**src/rtl/branch_pkg.sv**
```systemverilog
// Shared types and constants for the branch resolution unit.
package branch_pkg;

    typedef enum logic [2:0] {
        BR_BEQ  = 3'b000,
        BR_BNE  = 3'b001,
        BR_BLT  = 3'b100,
        BR_BGE  = 3'b101,
        BR_BLTU = 3'b110,
        BR_BGEU = 3'b111
    } br_func_e;

    localparam int unsigned CNT_WIDTH = 16;
    localparam logic [1:0]  BHT_RESET = 2'b01;

    // 2-bit saturating counter step toward the resolved direction.
    function automatic logic [1:0] bht_next(logic [1:0] ctr, logic taken);
        if (taken) begin
            return (ctr == 2'b11) ? ctr : ctr + 2'd1;
        end
        return (ctr == 2'b00) ? ctr : ctr - 2'd1;
    endfunction

endpackage

```
**src/rtl/branch_resolve_if.sv**
```systemverilog
// Request/result handshake bundle between the issue stage and the branch unit.
interface branch_resolve_if #(
    parameter int unsigned DWIDTH = 32
);
    import branch_pkg::*;

    logic                 in_valid;
    logic                 in_ready;
    logic [DWIDTH-1:0]    A;
    logic [DWIDTH-1:0]    B;
    logic [2:0]           brfunc;
    logic [DWIDTH-1:0]    pc;
    logic [DWIDTH-1:0]    imm;
    logic                 pred_taken;
    logic                 out_valid;
    logic                 out_ready;
    logic                 taken;
    logic [DWIDTH-1:0]    target;
    logic                 mispredict;
    logic [DWIDTH-1:0]    redirect_pc;
    logic                 illegal;
    logic [CNT_WIDTH-1:0] br_count;
    logic [CNT_WIDTH-1:0] mp_count;

    modport master (
        output in_valid, A, B, brfunc, pc, imm, pred_taken, out_ready,
        input  in_ready, out_valid, taken, target, mispredict, redirect_pc, illegal,
               br_count, mp_count
    );

    modport slave (
        input  in_valid, A, B, brfunc, pc, imm, pred_taken, out_ready,
        output in_ready, out_valid, taken, target, mispredict, redirect_pc, illegal,
               br_count, mp_count
    );

endinterface

```
**src/rtl/branch_cond.sv**
```systemverilog
// Combinational funct3 decode and operand comparison for conditional branches.
module branch_cond
    import branch_pkg::*;
#(
    parameter int unsigned DWIDTH = 32
) (
    input  logic [DWIDTH-1:0] A,
    input  logic [DWIDTH-1:0] B,
    input  logic [2:0]        brfunc,
    output logic              taken,
    output logic              illegal
);

    always_comb begin
        taken   = 1'b0;
        illegal = 1'b0;
        case (br_func_e'(brfunc))
            BR_BEQ:  taken = (A == B);
            BR_BNE:  taken = (A != B);
            BR_BLT:  taken = ($signed(A) < $signed(B));
            BR_BGE:  taken = ($signed(A) >= $signed(B));
            BR_BLTU: taken = (A < B);
            BR_BGEU: taken = (A >= B);
            default: illegal = 1'b1;
        endcase
    end

endmodule

```
**src/rtl/branch_resolve.sv**
```systemverilog
// Single-stage registered branch resolver with handshake and event counters.
// Optional branch history table enabled by defining BRANCH_BHT_EN.
module branch_resolve
    import branch_pkg::*;
#(
    parameter int unsigned DWIDTH    = 32,
    parameter int unsigned BHT_DEPTH = 16
) (
    input  logic             clk,
    input  logic             reset,
    branch_resolve_if.slave  bus
`ifdef BRANCH_BHT_EN
    ,
    input  logic [DWIDTH-1:0] lookup_pc,
    output logic              bht_pred
`endif
);

    logic                 cond_taken;
    logic                 cond_illegal;
    logic                 accept;
    logic                 out_hs;
    logic [DWIDTH-1:0]    sum_target;
    logic [DWIDTH-1:0]    seq_pc;
    logic                 mp_new;

    logic                 valid_q;
    logic                 taken_q;
    logic                 illegal_q;
    logic                 mispredict_q;
    logic [DWIDTH-1:0]    target_q;
    logic [DWIDTH-1:0]    redirect_q;
    logic [CNT_WIDTH-1:0] br_count_q;
    logic [CNT_WIDTH-1:0] mp_count_q;

    branch_cond #(
        .DWIDTH (DWIDTH)
    ) u_cond (
        .A       (bus.A),
        .B       (bus.B),
        .brfunc  (bus.brfunc),
        .taken   (cond_taken),
        .illegal (cond_illegal)
    );

    assign bus.in_ready = !valid_q || bus.out_ready;
    assign accept       = bus.in_valid && bus.in_ready;
    assign out_hs       = valid_q && bus.out_ready;
    assign sum_target   = bus.pc + bus.imm;
    assign seq_pc       = bus.pc + DWIDTH'(4);
    assign mp_new       = cond_illegal || (cond_taken != bus.pred_taken);

    always_ff @(posedge clk) begin
        if (reset) begin
            valid_q      <= 1'b0;
            taken_q      <= 1'b0;
            illegal_q    <= 1'b0;
            mispredict_q <= 1'b0;
            target_q     <= '0;
            redirect_q   <= '0;
            br_count_q   <= '0;
            mp_count_q   <= '0;
        end else begin
            // Counters account for the result leaving, not the one arriving.
            if (out_hs) begin
                if (br_count_q != '1) begin
                    br_count_q <= br_count_q + CNT_WIDTH'(1);
                end
                if (mispredict_q && (mp_count_q != '1)) begin
                    mp_count_q <= mp_count_q + CNT_WIDTH'(1);
                end
            end
            if (accept) begin
                valid_q      <= 1'b1;
                taken_q      <= cond_taken;
                illegal_q    <= cond_illegal;
                mispredict_q <= mp_new;
                target_q     <= sum_target;
                redirect_q   <= cond_taken ? sum_target : seq_pc;
            end else if (out_hs) begin
                valid_q <= 1'b0;
            end
        end
    end

    assign bus.out_valid   = valid_q;
    assign bus.taken       = taken_q;
    assign bus.illegal     = illegal_q;
    assign bus.mispredict  = mispredict_q;
    assign bus.target      = target_q;
    assign bus.redirect_pc = redirect_q;
    assign bus.br_count    = br_count_q;
    assign bus.mp_count    = mp_count_q;

`ifdef BRANCH_BHT_EN
    localparam int unsigned IdxW = $clog2(BHT_DEPTH);

    logic [1:0]      bht_q [BHT_DEPTH];
    logic [IdxW-1:0] idx_q;
    logic            unused_lookup;

    always_ff @(posedge clk) begin
        if (reset) begin
            idx_q <= '0;
            for (int i = 0; i < int'(BHT_DEPTH); i++) begin
                bht_q[i] <= BHT_RESET;
            end
        end else begin
            if (accept) begin
                idx_q <= bus.pc[IdxW+1:2];
            end
            if (out_hs && !illegal_q) begin
                bht_q[idx_q] <= bht_next(bht_q[idx_q], taken_q);
            end
        end
    end

    // Reads the registered table, so a same-cycle update shows the old value.
    assign bht_pred      = bht_q[lookup_pc[IdxW+1:2]][1];
    assign unused_lookup = ^{lookup_pc[DWIDTH-1:IdxW+2], lookup_pc[1:0]};
`endif

endmodule

```
**src/flat_wrapper.sv**
```systemverilog
// flat-port wrapper written by rule: the top's interface ports become plain ports
module branch_resolve_flat import branch_pkg::*;
#(
    parameter int unsigned DWIDTH    = 32,
    parameter int unsigned BHT_DEPTH = 16
)
  (clk, reset, bus_in_valid, bus_A, bus_B, bus_brfunc, bus_pc, bus_imm, bus_pred_taken, bus_out_ready, bus_in_ready, bus_out_valid, bus_taken, bus_target, bus_mispredict, bus_redirect_pc, bus_illegal, bus_br_count, bus_mp_count);
  branch_resolve_if #(.DWIDTH(DWIDTH)) bus_i ();
  input  logic clk;
  input  logic reset;
  input wire logic [$bits(bus_i.in_valid)-1:0] bus_in_valid;
  input wire logic [$bits(bus_i.A)-1:0] bus_A;
  input wire logic [$bits(bus_i.B)-1:0] bus_B;
  input wire logic [$bits(bus_i.brfunc)-1:0] bus_brfunc;
  input wire logic [$bits(bus_i.pc)-1:0] bus_pc;
  input wire logic [$bits(bus_i.imm)-1:0] bus_imm;
  input wire logic [$bits(bus_i.pred_taken)-1:0] bus_pred_taken;
  input wire logic [$bits(bus_i.out_ready)-1:0] bus_out_ready;
  output wire logic [$bits(bus_i.in_ready)-1:0] bus_in_ready;
  output wire logic [$bits(bus_i.out_valid)-1:0] bus_out_valid;
  output wire logic [$bits(bus_i.taken)-1:0] bus_taken;
  output wire logic [$bits(bus_i.target)-1:0] bus_target;
  output wire logic [$bits(bus_i.mispredict)-1:0] bus_mispredict;
  output wire logic [$bits(bus_i.redirect_pc)-1:0] bus_redirect_pc;
  output wire logic [$bits(bus_i.illegal)-1:0] bus_illegal;
  output wire logic [$bits(bus_i.br_count)-1:0] bus_br_count;
  output wire logic [$bits(bus_i.mp_count)-1:0] bus_mp_count;
  assign bus_i.in_valid = bus_in_valid;
  assign bus_i.A = bus_A;
  assign bus_i.B = bus_B;
  assign bus_i.brfunc = bus_brfunc;
  assign bus_i.pc = bus_pc;
  assign bus_i.imm = bus_imm;
  assign bus_i.pred_taken = bus_pred_taken;
  assign bus_i.out_ready = bus_out_ready;
  assign bus_in_ready = bus_i.in_ready;
  assign bus_out_valid = bus_i.out_valid;
  assign bus_taken = bus_i.taken;
  assign bus_target = bus_i.target;
  assign bus_mispredict = bus_i.mispredict;
  assign bus_redirect_pc = bus_i.redirect_pc;
  assign bus_illegal = bus_i.illegal;
  assign bus_br_count = bus_i.br_count;
  assign bus_mp_count = bus_i.mp_count;
  branch_resolve #(.DWIDTH(DWIDTH), .BHT_DEPTH(BHT_DEPTH)) u_core (.clk(clk), .reset(reset), .bus(bus_i));
endmodule
```
**config.mk**
```make
export PLATFORM = sky130hd
export DESIGN_NAME = branch_resolve_flat
export DESIGN_NICKNAME = d
export VERILOG_FILES = /design/src/rtl/branch_pkg.sv /design/src/rtl/branch_resolve_if.sv /design/src/rtl/branch_cond.sv /design/src/rtl/branch_resolve.sv /design/src/flat_wrapper.sv
export SDC_FILE = /design/constraint.sdc
export NUM_CORES = 1
export LEC_CHECK = 0
export CAP_MARGIN = 40
export CORE_MARGIN = 8
export CORE_UTILIZATION = 42
export DETAILED_ROUTE_END_ITERATION = 6
export GPL_ROUTABILITY_DRIVEN = 0
export HOLD_SLACK_MARGIN = 0.12
export PLACE_DENSITY = 0.78
export SYNTH_ARGS = -nofsm -noshare
export SYNTH_HDL_FRONTEND = slang
export SYNTH_SLANG_ARGS = --single-unit
```
**constraint.sdc**
```tcl
create_clock -name clk -period 3.1 [get_ports clk]
set_input_delay 0.62 -clock clk [delete_from_list [all_inputs] [get_ports clk]]
set_output_delay 0.62 -clock clk [all_outputs]
set_load 0.02 [all_outputs]
```
Yosys cells after proc, flatten, opt, wreduce, memory -nomap -nowiden
Cells that the tools add are included.

storage, ports and cells
  input bits = 136
  output and inout port bits = 101
  bits in registers = 100

cells by class
  reduce and logical (&&, ||, !) cells = 11
  muxes and demuxes = 5
  $lt $le $gt $ge = 4
  equal/unequal tests = 10
  $add $sub $neg = 4

operators by type and width
  kind                                                              number
  32-bit >= comparator                                              2
  32-bit less-than comparator                                       2
  16-bit by 1-bit adder with 16-bit output (second input constant)  2
  32-bit by 3-bit adder with 32-bit output (second input constant)  1
  32-bit adder                                                      1
  32-bit == test                                                    1
  32-bit 2-to-1 mux                                                 1
  16-bit != test (second input constant)                            2
  32-bit != test                                                    1
  3-bit == test (second input constant)                             4
  1-bit case mux with 6 select lines                                1
  6-bit OR reduction                                                1
  2-bit AND reduction                                               2
  3-bit by 1-bit == test with 1-bit output (second input constant)  1
  1-bit logical AND                                                 3
  3-bit zero test                                                   1
  1-bit 2-to-1 mux                                                  3
  1-bit logical OR                                                  2
  2-bit nonzero test                                                1
  1-bit zero test                                                   1
  1-bit != test                                                     1

Longest topological paths before layout
Gate-level depths: netlist (run 1).

  word-level depth = 4
  gate-level depth with buffers = 12

Modules after synthesis
From an unflattened synthesis (run 1), not the netlist that was laid out.

second synthesis, totals
  cells, all modules = 916
  area total of the unflattened synthesis = 7,074.3 um2

by module, submodules not included
  module          cells an instance  instances  area an instance (um2)  sequential area each (um2)
  branch_resolve  787                1          6,144.6                 2,001.9
  branch_cond     129                1          929.6                   0.0

Least setup slack after synthesis (run 1)
No wires, ideal clock.

  path kind = input -> register
  start point = input bus_B[14]
  end point = register u_core.redirect_q[28], in the netlist u_core.bus.redirect_pc[28]
  buffers on the path = 2
  path slack = 0.176 ns
  stages on the path = 12
  arrival time = 2.850 ns
  cell sequence = inv_1 -> ha_1 -> a21oi_1 -> nand2_1 -> a221o_1 -> o31a_1 -> o211a_1 -> a211oi_2 -> buf_4 -> buf_4 -> nand3_1 -> a31oi_1

on the way
  longest elaborated chain between the ends = 3
  elaborated cells on any way between the ends = 8
  classes of those cells = order compare (4); eq/ne (2); mux (2)

RTL lines
  element                                             line                  RTL
  start, declared                                     flat_wrapper.sv:13    input wire logic [$bits(bus_i.B)-1:0] bus_B;
  32-bit >= comparator, or another cell as far along  branch_cond.sv:23     BR_BGEU: taken = (A >= B);
  1-bit case mux with 6 select lines (*)              branch_cond.sv:17     case (br_func_e'(brfunc))
  32-bit 2-to-1 mux (*)                               branch_resolve.sv:79  redirect_q <= cond_taken ? sum_target : seq_pc;
  end signal, assigned                                branch_resolve.sv:79
  end, declared                                       branch_resolve.sv:32  logic [DWIDTH-1:0] redirect_q;

Mark *: on every way between the ends. The rest lies on a longest branch, timed or not.
A chain may end at the register's enable or synchronous reset.

Final worst setup path (run 1)
  start point = input bus_A[21]
  end point = register u_core.redirect_q[23], in the netlist u_core.bus.redirect_pc[23]

on the way
  longest elaborated chain between the ends = 3
  elaborated cells on any way between the ends = 8
  classes of those cells = order compare (4); eq/ne (2); mux (2)

RTL lines
  element                                             line                  RTL
  start, declared                                     flat_wrapper.sv:12    input wire logic [$bits(bus_i.A)-1:0] bus_A;
  32-bit >= comparator, or another cell as far along  branch_cond.sv:23
  1-bit case mux with 6 select lines (*)              branch_cond.sv:17
  32-bit 2-to-1 mux (*)                               branch_resolve.sv:79

Marks and branches as above.

==> metrics.txt, run 1 <==
synthesis warning total 0; data required time of the worst path 3.38 ns; fin worst setup slack -0.102 ns; I/O pins 237; time the final worst path needs with I/O delays and setup 3.20 ns; final setup violation count 23; flop and latch count out of synthesis 100; status finished with violations; critical path data arrival time 3.48 ns; clock buffers created by TritonCTS 9; GR Util All Layers 22.5%; Total Power Consumption 4.32 mW; netlist area before placement 6990 sq um; post-synth top area share 28.6%; global-route wire length before repair 39.6 mm; number of global-route vias before repair 7,904; family with the most delay on the worst path compound AO/OA/AOI/OAI gates; number of different library cells in the post-synthesis netlist 53; fraction of the yosys area taken by sequential cells 28.6%; final slew viol count 0; clock transition at the registers of the reported paths 0.07 ns; maximum resistive drop on vdd 0.250 mV; proportion of layout cells with a drive suffix above 1 19.7%; slowest cell on the critical path sky130_fd_sc_hd__clkdlybuf4s50_1; placeable core area 16,400 sq um; violation count after the first detailed-routing iteration 544; global route total overflow 0; area after detailed placement 10,500 sq um; highest net fanout along the worst path 8; endpoint type of the worst setup path flip-flop; net count of the mapped netlist 1,118; clock tree from TritonCTS yes; Hold Crit Class reg -> reg; via count 8,126; Die Area 21,000 sq um; Bufs on Longest Clock Path 2; die width 145 microns; number of antenna-violating nets in the routed design 0; total non-filler cell area in the finished layout 11,600 sq um; final period utilization 103%; Worst path max stage delay 0.54 ns; maximum number of pins on one net before global-route repair 66; die height 145 microns; Max transition margin 60.2%; number of nets in the layout 1,466; commonest register cell after synthesis sky130_fd_sc_hd__dfxtp_1; latest clock arrival within the worst-skew pair 0.35 ns; Avg Cell Area, Syn 7.64 sq um; critical path class in -> reg; count of flip-flops with a built-in enable after synthesis 0; largest cells by area after synthesis sky130_fd_sc_hd__dfxtp_1 29%, sky130_fd_sc_hd__ha_1 12%, sky130_fd_sc_hd__a21oi_1 6.9%; worst slew pin tran 0.589 ns; Post-CTS Hold Buffers 0; synth cell count leaders 106 x sky130_fd_sc_hd__nand2_1, 100 x sky130_fd_sc_hd__dfxtp_1, 100 x sky130_fd_sc_hd__nor2_1, 96 x sky130_fd_sc_hd__a21oi_1, 66 x sky130_fd_sc_hd__ha_1; asr flop ratio synth 0%; number of instances in the synthesized netlist 915; Port Buffers 236; violations in the final reports setup timing; initial standard-cell utilization of the core 42.6%; Residual DRC 0; setup repair after global routing missed its margin yes; biggest area consumer among synthesized cells sky130_fd_sc_hd__dfxtp_1; DR vias/cell 5.46; crit path cell chain clkdlybuf4s50_1, ha_4, a21oi_1, o21ai_1, a221oi_2, o211ai_1, o211a_1, a211oi_4, buf_12, buf_12, and3_4, a21oi_2, o21ai_1; count of buffer and inverter cells on the critical path 3; Avg WL per Cell 18.0 microns; startpoint type of the worst setup path primary input; Clock H-tree levels 3; Clk Tree Root Cell sky130_fd_sc_hd__clkbuf_16; WL final 26.9 mm; leakage component of the power 5.05 nW; Final Hold Fails 0; Pwr per Cell Area 372 nW/um^2; sum of net half-perimeters after detailed placement 19.4 mm; Fin Clk Skew 0.00618 ns; area grow syn2layout 66.1%; clk sink count 100; initial antenna violation count 1; most repeated cell in the gate-level netlist after synthesis sky130_fd_sc_hd__nand2_1; first drt pass iteration count 5; maximum achievable frequency 312 MHz; max-cap violation count 0; Rows 47
-- layer usage --
layer  wire length [microns]  global-route usage (%)
met5                       0                       0
met4                     838                    7.15
met3                    1600                    3.89
met2                   13400                    39.1
met1                   11000                    27.6
-- cells by family (layout without fill, tap and decap cells) --
family,after synthesis,count (layout),synth area share [%]
adder cells (fa/ha/maj),67,67,12.1
flip-flops,100,100,28.6
AO/OA/AOI/OAI,216,216,19.4
multiplexers,5,5,0.716
XOR/XNOR,80,80,10.0
buffers and inverters,84,437,4.67
other,0,1,0
AND/OR/NAND/NOR,363,363,24.5
-- area by class of cell --
type / instances / area, sq um
Antenna cell: 1 / 2.50
Clock buffer: 9 / 225
Clock inverter: 7 / 85.1
Fill cell: 1235 / 4790
Inverter: 46 / 173
Multi-Input combinational cell: 731 / 5170
Sequential cell: 100 / 2000
Tap cell: 220 / 275
Timing Repair Buffer: 375 / 3680
-- cells in the final DEF (no fill, tap or decap), drive strengths merged, types with 12 or more instances in the layout --
cell type      count
xor2              33
nand2            106
inv               48
dlymetal6s2s      48
ha                66
a21o              19
nor2             100
xnor2             47
buf              140
nor3              19
dfxtp            100
nand3b            14
and3              12
clkdlybuf4s50    185
a21oi             96
nand4             29
o21ai             26
o211ai            16
nand3             43
-- stage by stage --
stage | setup slack, ns | hold WS (ns) | setup TNS (ns) | cells | util, %
after floorplan | 0.176 | 0.530 | 0 | 915 | -
after global placement | -0.413 | 0.442 | -15.82 | 1463 | 64.2
after detailed placement | -0.490 | 0.450 | -19.25 | 1463 | 64.2
after CTS | -0.0707 | 0.459 | -0.0936 | 1482 | 67.3
after global routing | -0.287 | 0.474 | -7.35 | 1489 | 70.8
final | -0.102 | 0.455 | -1.49 | 1489 | 70.8
-- worst reg2reg max path, cell delays in order, from the launching register on --
cell and delay (ns):
sky130_fd_sc_hd__dfxtp_1 0.37, sky130_fd_sc_hd__and3_1 0.21, sky130_fd_sc_hd__and3_1 0.22, sky130_fd_sc_hd__a41oi_1 0.53, sky130_fd_sc_hd__and3_1 0.30, sky130_fd_sc_hd__and2_1 0.25
sky130_fd_sc_hd__nand4_1 0.14, sky130_fd_sc_hd__xor2_1 0.17, sky130_fd_sc_hd__nor2_1 0.05
-- final timing paths --
path,startpoint,to,slack [ns],cells past startpoint
worst max register to register,u_core.bus.br_count[2]$_SDFFE_PP0P_,u_core.bus.br_count[13]$_SDFFE_PP0P_,0.74,8
worst min register to register,u_core.bus.target[24]$_SDFFE_PP0P_,u_core.bus.target[24]$_SDFFE_PP0P_,0.46,2
worst max-delay path,bus_A[21],u_core.bus.redirect_pc[23]$_SDFFE_PP0P_,-0.10,13
worst min-delay path,u_core.bus.target[24]$_SDFFE_PP0P_,u_core.bus.target[24]$_SDFFE_PP0P_,0.46,2
-- flip-flops by register name, summed over array words and instances, names as in the netlist --
register,cells
u_core.bus.taken,1
u_core.bus.out_valid,1
u_core.bus.redirect_pc,32
u_core.bus.target,32
u_core.bus.illegal,1
u_core.bus.mispredict,1
u_core.bus.br_count,16
u_core.bus.mp_count,16
-- power breakdown --
part / switching [mW] / internal (mW) / total (mW)
combinational: 0.835 / 0.866 / 1.70
clock: 0.540 / 0.639 / 1.18
sequential: 0.0631 / 1.38 / 1.44
-- timing repair --
| item | CTS | global route |
|---|---|---|
| setup buffers | 0 | 6 |
| resized for setup | 24 | 135 |
| setup endpoints to repair | 34 | 46 |
| gates cloned | 3 | 0 |
| endpoints found under the hold margin | 0 | 0 |
| pin swaps | 23 | 45 |
Note: power is estimated with default switching activity, not from simulation.
==> inputs of run 2 (changes only) <==
==> constraint.sdc (replaced) <==
create_clock -name clk -period 3.1 [get_ports clk]
set_input_delay 0.31 -clock clk [delete_from_list [all_inputs] [get_ports clk]]
set_output_delay 0.31 -clock clk [all_outputs]
set_load 0.02 [all_outputs]
==> run 2 against run 1 <==
  * The flow now finishes without violations
  * First-iteration DRC count decreased by 9.0%
  * Clock power is essentially flat
  * Clock skew grew 0.0062 ns
  * Final cell count shrank 4.8%
  * Non-clock buffer count fell by 72
  * Critical endpoint is now u_core.bus.redirect_pc[19]$_SDFFE_PP0P_
  * Largest power group is now sequential cells
==> metrics.txt, run 2 (synthesis results as in run 1) <==
clk sink count 100 (unchanged); final period utilization 93.8% (-9.5 points); final slew viol count 0 (unchanged); WL final 23.3 mm (-13%); initial standard-cell utilization of the core 42.6% (unchanged); setup repair after global routing missed its margin no; Post-CTS Resized 0 (-100%); smallest hold slack 0.456 ns (+0.000965 ns); status finished, final reports clean; Clk Tree Root Cell sky130_fd_sc_hd__clkbuf_16; Post-CTS Hold Buffers 0 (unchanged); area grow syn2layout 48.0%; most frequent standard cell in the layout excluding fill and tap cells sky130_fd_sc_hd__clkdlybuf4s50_1; crit path cell chain clkdlybuf4s50_1, inv_1, ha_1, a21oi_1, o21ai_1, a221o_1, o31a_1, o211a_1, a211oi_4, buf_12, buf_4, nand2_1, o211ai_1, a21oi_1; number of nets in the layout 1,394 (-4.9%); leakage component of the power 4.18 nW (-17%); sum of net half-perimeters after detailed placement 18.8 mm (-3.1%); Worst path max stage delay 0.45 ns (-0.09 ns); startpoint type of the worst setup path primary input; maximum achievable frequency 344 MHz (+10%); maximum number of pins on one net before global-route repair 76 (+15%); die width 145 microns (unchanged); Pwr per Cell Area 388 nW/um^2 (+4.3%); data required time of the worst path 3.32 ns (-0.06 ns); maximum resistive drop on vdd 0.327 mV (+31%); Bufs on Longest Clock Path 2 (unchanged); number of buffers inserted by post-CTS setup repair 0 (unchanged); number of global-route vias before repair 7,321 (-7.4%); slowest cell on the critical path sky130_fd_sc_hd__clkdlybuf4s50_1; Total Power Consumption 4.02 mW (-7.0%); highest net fanout along the worst path 11 (+3); number of antenna-violating nets in the routed design 0 (unchanged); clock transition at the registers of the reported paths 0.08 ns (about the same); Storage cell area 2000 sq um (unchanged); DR vias/cell 5.38 (-1.4%); initial antenna violation count 1 (unchanged); Avg WL per Cell 16.4 microns (-9.1%); via count 7,626 (-6.2%); Final Hold Fails 0 (unchanged); Residual DRC 0 (unchanged); Rows 47 (unchanged); area occupied by multi-input gates 4680 sq um (-9.6%); global-route wire length before repair 37.6 mm (-5.1%); Max transition margin 58.8% (-1.4 points); violation count after the first detailed-routing iteration 495 (-9.0%); global route total overflow 0 (unchanged); proportion of layout cells with a drive suffix above 1 7.78% (-12 points); most frequent CP cell sky130_fd_sc_hd__a21oi_1; final setup violation count 0 (-100%); # fillers 1,427 (+16%); count of buffer and inverter cells on the critical path 4 (+1); endpoint type of the worst setup path flip-flop; placeable core area 16,400 sq um (unchanged); first drt pass iteration count 5 (unchanged); critical path class in -> reg; time the final worst path needs with I/O delays and setup 2.91 ns (-0.294 ns); clock buffers created by TritonCTS 9 (unchanged); Clock H-tree levels 3 (unchanged); Port Buffers 236 (unchanged); I/O pins 237 (unchanged); latest clock arrival within the worst-skew pair 0.36 ns (about the same); Hold Crit Class in -> reg; worst slew pin tran 0.618 ns (+0.0292 ns); clock tree from TritonCTS yes; GR Util All Layers 21.5% (-0.99 points); Die Area 21,000 sq um (unchanged); Fin Clk Skew 0.0124 ns (+0.00621 ns); family with the most delay on the worst path compound AO/OA/AOI/OAI gates; most used cells in the layout excluding fill and tap cells 235 x sky130_fd_sc_hd__clkdlybuf4s50_1, 105 x sky130_fd_sc_hd__nand2_1, 100 x sky130_fd_sc_hd__nor2_1, 100 x sky130_fd_sc_hd__dfxtp_1, 96 x sky130_fd_sc_hd__a21oi_1; max-cap violation count 0 (unchanged); critical path data arrival time 3.13 ns (-0.35 ns); setup TNS 0 ns (+1.49 ns); die height 145 microns (unchanged)
## run 2: path summary, 6_finish.rpt
path	startpoint	end	slack [ns]	depth (start not counted)
min reg2reg	u_core.bus.target[24]$_SDFFE_PP0P_	u_core.bus.target[24]$_SDFFE_PP0P_	0.46	2
min	reset	u_core.bus.target[27]$_SDFFE_PP0P_	0.46	2
max	bus_B[7]	u_core.bus.redirect_pc[19]$_SDFFE_PP0P_	0.19	14
max reg2reg	u_core.bus.mp_count[7]$_SDFFE_PP0P_	u_core.bus.mp_count[11]$_SDFFE_PP0P_	0.66	9
## run 2: stage by stage
step	utilization [%]	instance area, sq um	setup WS [ns]	instances
finish	63.1	10300	0.192	1417
global route	63.1	10300	0.0188	1417
CTS	63.0	10300	0.119	1416
detailed placement	61.2	10000	-0.212	1400
global placement	61.2	10000	-0.146	1400
floorplan	-	6990	0.486	915
## run 2: final cells by class
type,count,area share (%)
Antenna cell,1,0.0242
Clock buffer,9,2.18
Sequential cell,100,19.3
Inverter,46,1.67
Tap cell,220,2.66
Multi-Input combinational cell,731,45.2
Clock inverter,7,0.774
Timing Repair Buffer,303,28.2
## run 2: metal layers
metal / global-route usage (%) / part of all wire, % / vias up / routed length [microns]
met4: 6.58 / 1.8 / 0 / 408
met2: 35.7 / 47 / 290 / 10900
met3: 4.63 / 7.2 / 28 / 1670
met5: 0 / 0 / - / 0
met1: 27.3 / 44 / 3498 / 10300
li1: - / - / 3810 / -
## run 2: power by group
group	switching [mW]	internal (mW)	leakage (nW)
Combinational	0.731	0.697	3.22
Sequential	0.0568	1.38	0.819
Clock	0.581	0.575	0.146
==> inputs of run 3 (changes only) <==
- PLACE_DENSITY: 0.78 -> 0.83
==> run 3 against run 2 <==
  * Critical path depth unchanged
  * Die area stayed put
  * Sequential share of layout area rose by 0.14 points
  * First-iteration DRC count increased by 7.7%
  * Design area shrank 0.72%
  * Via count shrank 0.20%
  * Fmax decreased by 0.88%
  * Sequential cell count unchanged
  * Combinational power about the same
  * Largest cell class unchanged
  * Highest routed layer unchanged
==> metrics.txt, run 3 (synthesis results as in run 1) <==
Clock H-tree levels 3 (unchanged); Avg WL per Cell 16.6 microns (+1.2%); critical path data arrival time 3.14 ns (about the same); most used cells in the layout excluding fill and tap cells 235 x sky130_fd_sc_hd__clkdlybuf4s50_1, 105 x sky130_fd_sc_hd__nand2_1, 100 x sky130_fd_sc_hd__nor2_1, 100 x sky130_fd_sc_hd__dfxtp_1, 96 x sky130_fd_sc_hd__a21oi_1; clock tree from TritonCTS yes; endpoint type of the worst setup path flip-flop; number of global-route vias before repair 7,350 (+0.40%); setup repair after global routing missed its margin no; Fin Clk Skew 0.00637 ns (-0.00603 ns); Rows 47 (unchanged); Final Hold Fails 0 (unchanged); setup TNS 0 ns (unchanged); Cell Count, Final, Fillers Out 1,407 (-0.71%); Post-CTS Hold Buffers 0 (unchanged); Clk Tree Root Cell sky130_fd_sc_hd__clkbuf_16; clock transition at the registers of the reported paths 0.08 ns (about the same); startpoint of the worst setup timing path bus_B[14]; critical path class in -> reg; Post-CTS Resized 0 (unchanged); maximum resistive drop on vdd 0.251 mV (-23%); Residual DRC 0 (unchanged); area grow syn2layout 46.9%; GR Util All Layers 21.3% (-0.19 points); startpoint of the most critical hold path u_core.bus.redirect_pc[14]$_SDFFE_PP0P_; worst-case setup slack after placement -0.202 ns (+0.00980 ns); number of nets in the layout 1,385 (-0.65%); Bufs on Longest Clock Path 2 (unchanged); clock buffers created by TritonCTS 9 (unchanged); Hold Crit Class reg -> reg; violation count after the first detailed-routing iteration 533 (+7.7%); latest clock arrival within the worst-skew pair 0.35 ns (about the same); antenna diode count 0 (-1); Port Buffers 236 (unchanged); initial antenna violation count 0 (-1); most frequent standard cell in the layout excluding fill and tap cells sky130_fd_sc_hd__clkdlybuf4s50_1; WL final 23.4 mm (+0.46%); dpl cells 1,391 (-0.64%); smallest hold slack 0.456 ns (+0.0000130 ns); DR vias/cell 5.41 (+0.51%); fin worst setup slack 0.166 ns (-0.0260 ns); global route total overflow 0 (unchanged); maximum achievable frequency 341 MHz (-0.88%); number of buffers inserted by post-CTS setup repair 0 (unchanged); cell count of the worst reg-to-reg path 9 (unchanged); Die Area 21,000 sq um (unchanged); first drt pass iteration count 5 (unchanged); number of antenna-violating nets in the routed design 0 (unchanged); worst r2r src u_core.bus.mp_count[7]$_SDFFE_PP0P_; die height 145 microns (unchanged); placeable core area 16,400 sq um (unchanged); clk sink count 100 (unchanged); leakage component of the power 4.14 nW (-1.1%); data required time of the worst path 3.31 ns (about the same); proportion of layout cells with a drive suffix above 1 7.08% (-0.70 points); sum of net half-perimeters after detailed placement 19.0 mm (+1.1%); final slew viol count 0 (unchanged); Max transition margin 53.2% (-5.6 points); Total Power Consumption 3.97 mW (-1.3%); max-cap violation count 0 (unchanged); time the final worst path needs with I/O delays and setup 2.93 ns (+0.0260 ns); I/O pins 237 (unchanged); Pwr per Cell Area 386 nW/um^2 (-0.55%); via count 7,611 (-0.20%); final period utilization 94.6% (+0.84 points); startpoint type of the worst setup path primary input; maximum number of pins on one net before global-route repair 76 (unchanged); status finished, final reports clean; initial standard-cell utilization of the core 42.6% (unchanged); # fillers 1,437 (+0.70%); global-route wire length before repair 37.4 mm (-0.64%); number of cells traversed by the worst hold path 2 (unchanged); die width 145 microns (unchanged); worst slew pin tran 0.703 ns (+0.0846 ns); highest net fanout along the worst path 13 (+2); final setup violation count 0 (unchanged)
==> run 3: changes by cell type in the layout (fill, tap and decap cells not counted), sizes merged <==
| cell | change |
|---|---|
| buf | -9 |
| diode | -1 |
==> run 3: final timing paths <==
kind | slack (ns) | to
min | 0.46 | u_core.bus.redirect_pc[14]$_SDFFE_PP0P_
min reg2reg | 0.46 | u_core.bus.redirect_pc[14]$_SDFFE_PP0P_
max | 0.17 | u_core.bus.redirect_pc[7]$_SDFFE_PP0P_
max reg2reg | 0.57 | u_core.bus.mp_count[11]$_SDFFE_PP0P_
==> run 3: layout make-up <==
| cell class | instances | area (sq um) | share of cell area [%] |
|---|---|---|---|
| Clock buffer | 9 | 225 | 2.19 |
| Clock inverter | 7 | 66.3 | 0.645 |
| Inverter | 46 | 173 | 1.68 |
| Multi-Input combinational cell | 731 | 4680 | 45.5 |
| Sequential cell | 100 | 2000 | 19.5 |
| Tap cell | 220 | 275 | 2.68 |
| Timing Repair Buffer | 294 | 2860 | 27.8 |
==> run 3: layer usage <==
layer	vias up	GRT usage, %	wire [microns]
met2	291	36.6	11300
met1	3483	26.3	9970
met5	-	0	0
met4	0	6.26	505
met3	38	4.42	1620
li1	3799	-	-
==> run 3: critical path, cell delays in order <==
cell and delay (ns):
sky130_fd_sc_hd__clkdlybuf4s50_1 0.45, sky130_fd_sc_hd__inv_1 0.04, sky130_fd_sc_hd__ha_1 0.32, sky130_fd_sc_hd__a21oi_1 0.17, sky130_fd_sc_hd__nand2_1 0.07, sky130_fd_sc_hd__a221o_1 0.33, sky130_fd_sc_hd__o31a_1 0.31, sky130_fd_sc_hd__o211a_1 0.27
sky130_fd_sc_hd__a211oi_4 0.24, sky130_fd_sc_hd__buf_12 0.18, sky130_fd_sc_hd__buf_12 0.13, sky130_fd_sc_hd__nand2_1 0.07, sky130_fd_sc_hd__o211ai_1 0.13, sky130_fd_sc_hd__a21oi_1 0.10
==> run 3: metrics by stage <==
step                      area [sq um]  util (%)
final                            10300      62.6
after global routing             10300      62.6
after CTS                        10300      62.6
after detailed placement          9980      60.8
after global placement            9980      60.8
after floorplan                   6990         -
==> run 3: report_power, final <==
part | switching [mW] | total [mW] | internal, mW
registers | 0.0549 | 1.43 | 1.38
clock network | 0.555 | 1.12 | 0.564
logic | 0.727 | 1.42 | 0.688
total | 1.34 | 3.97 | 2.63
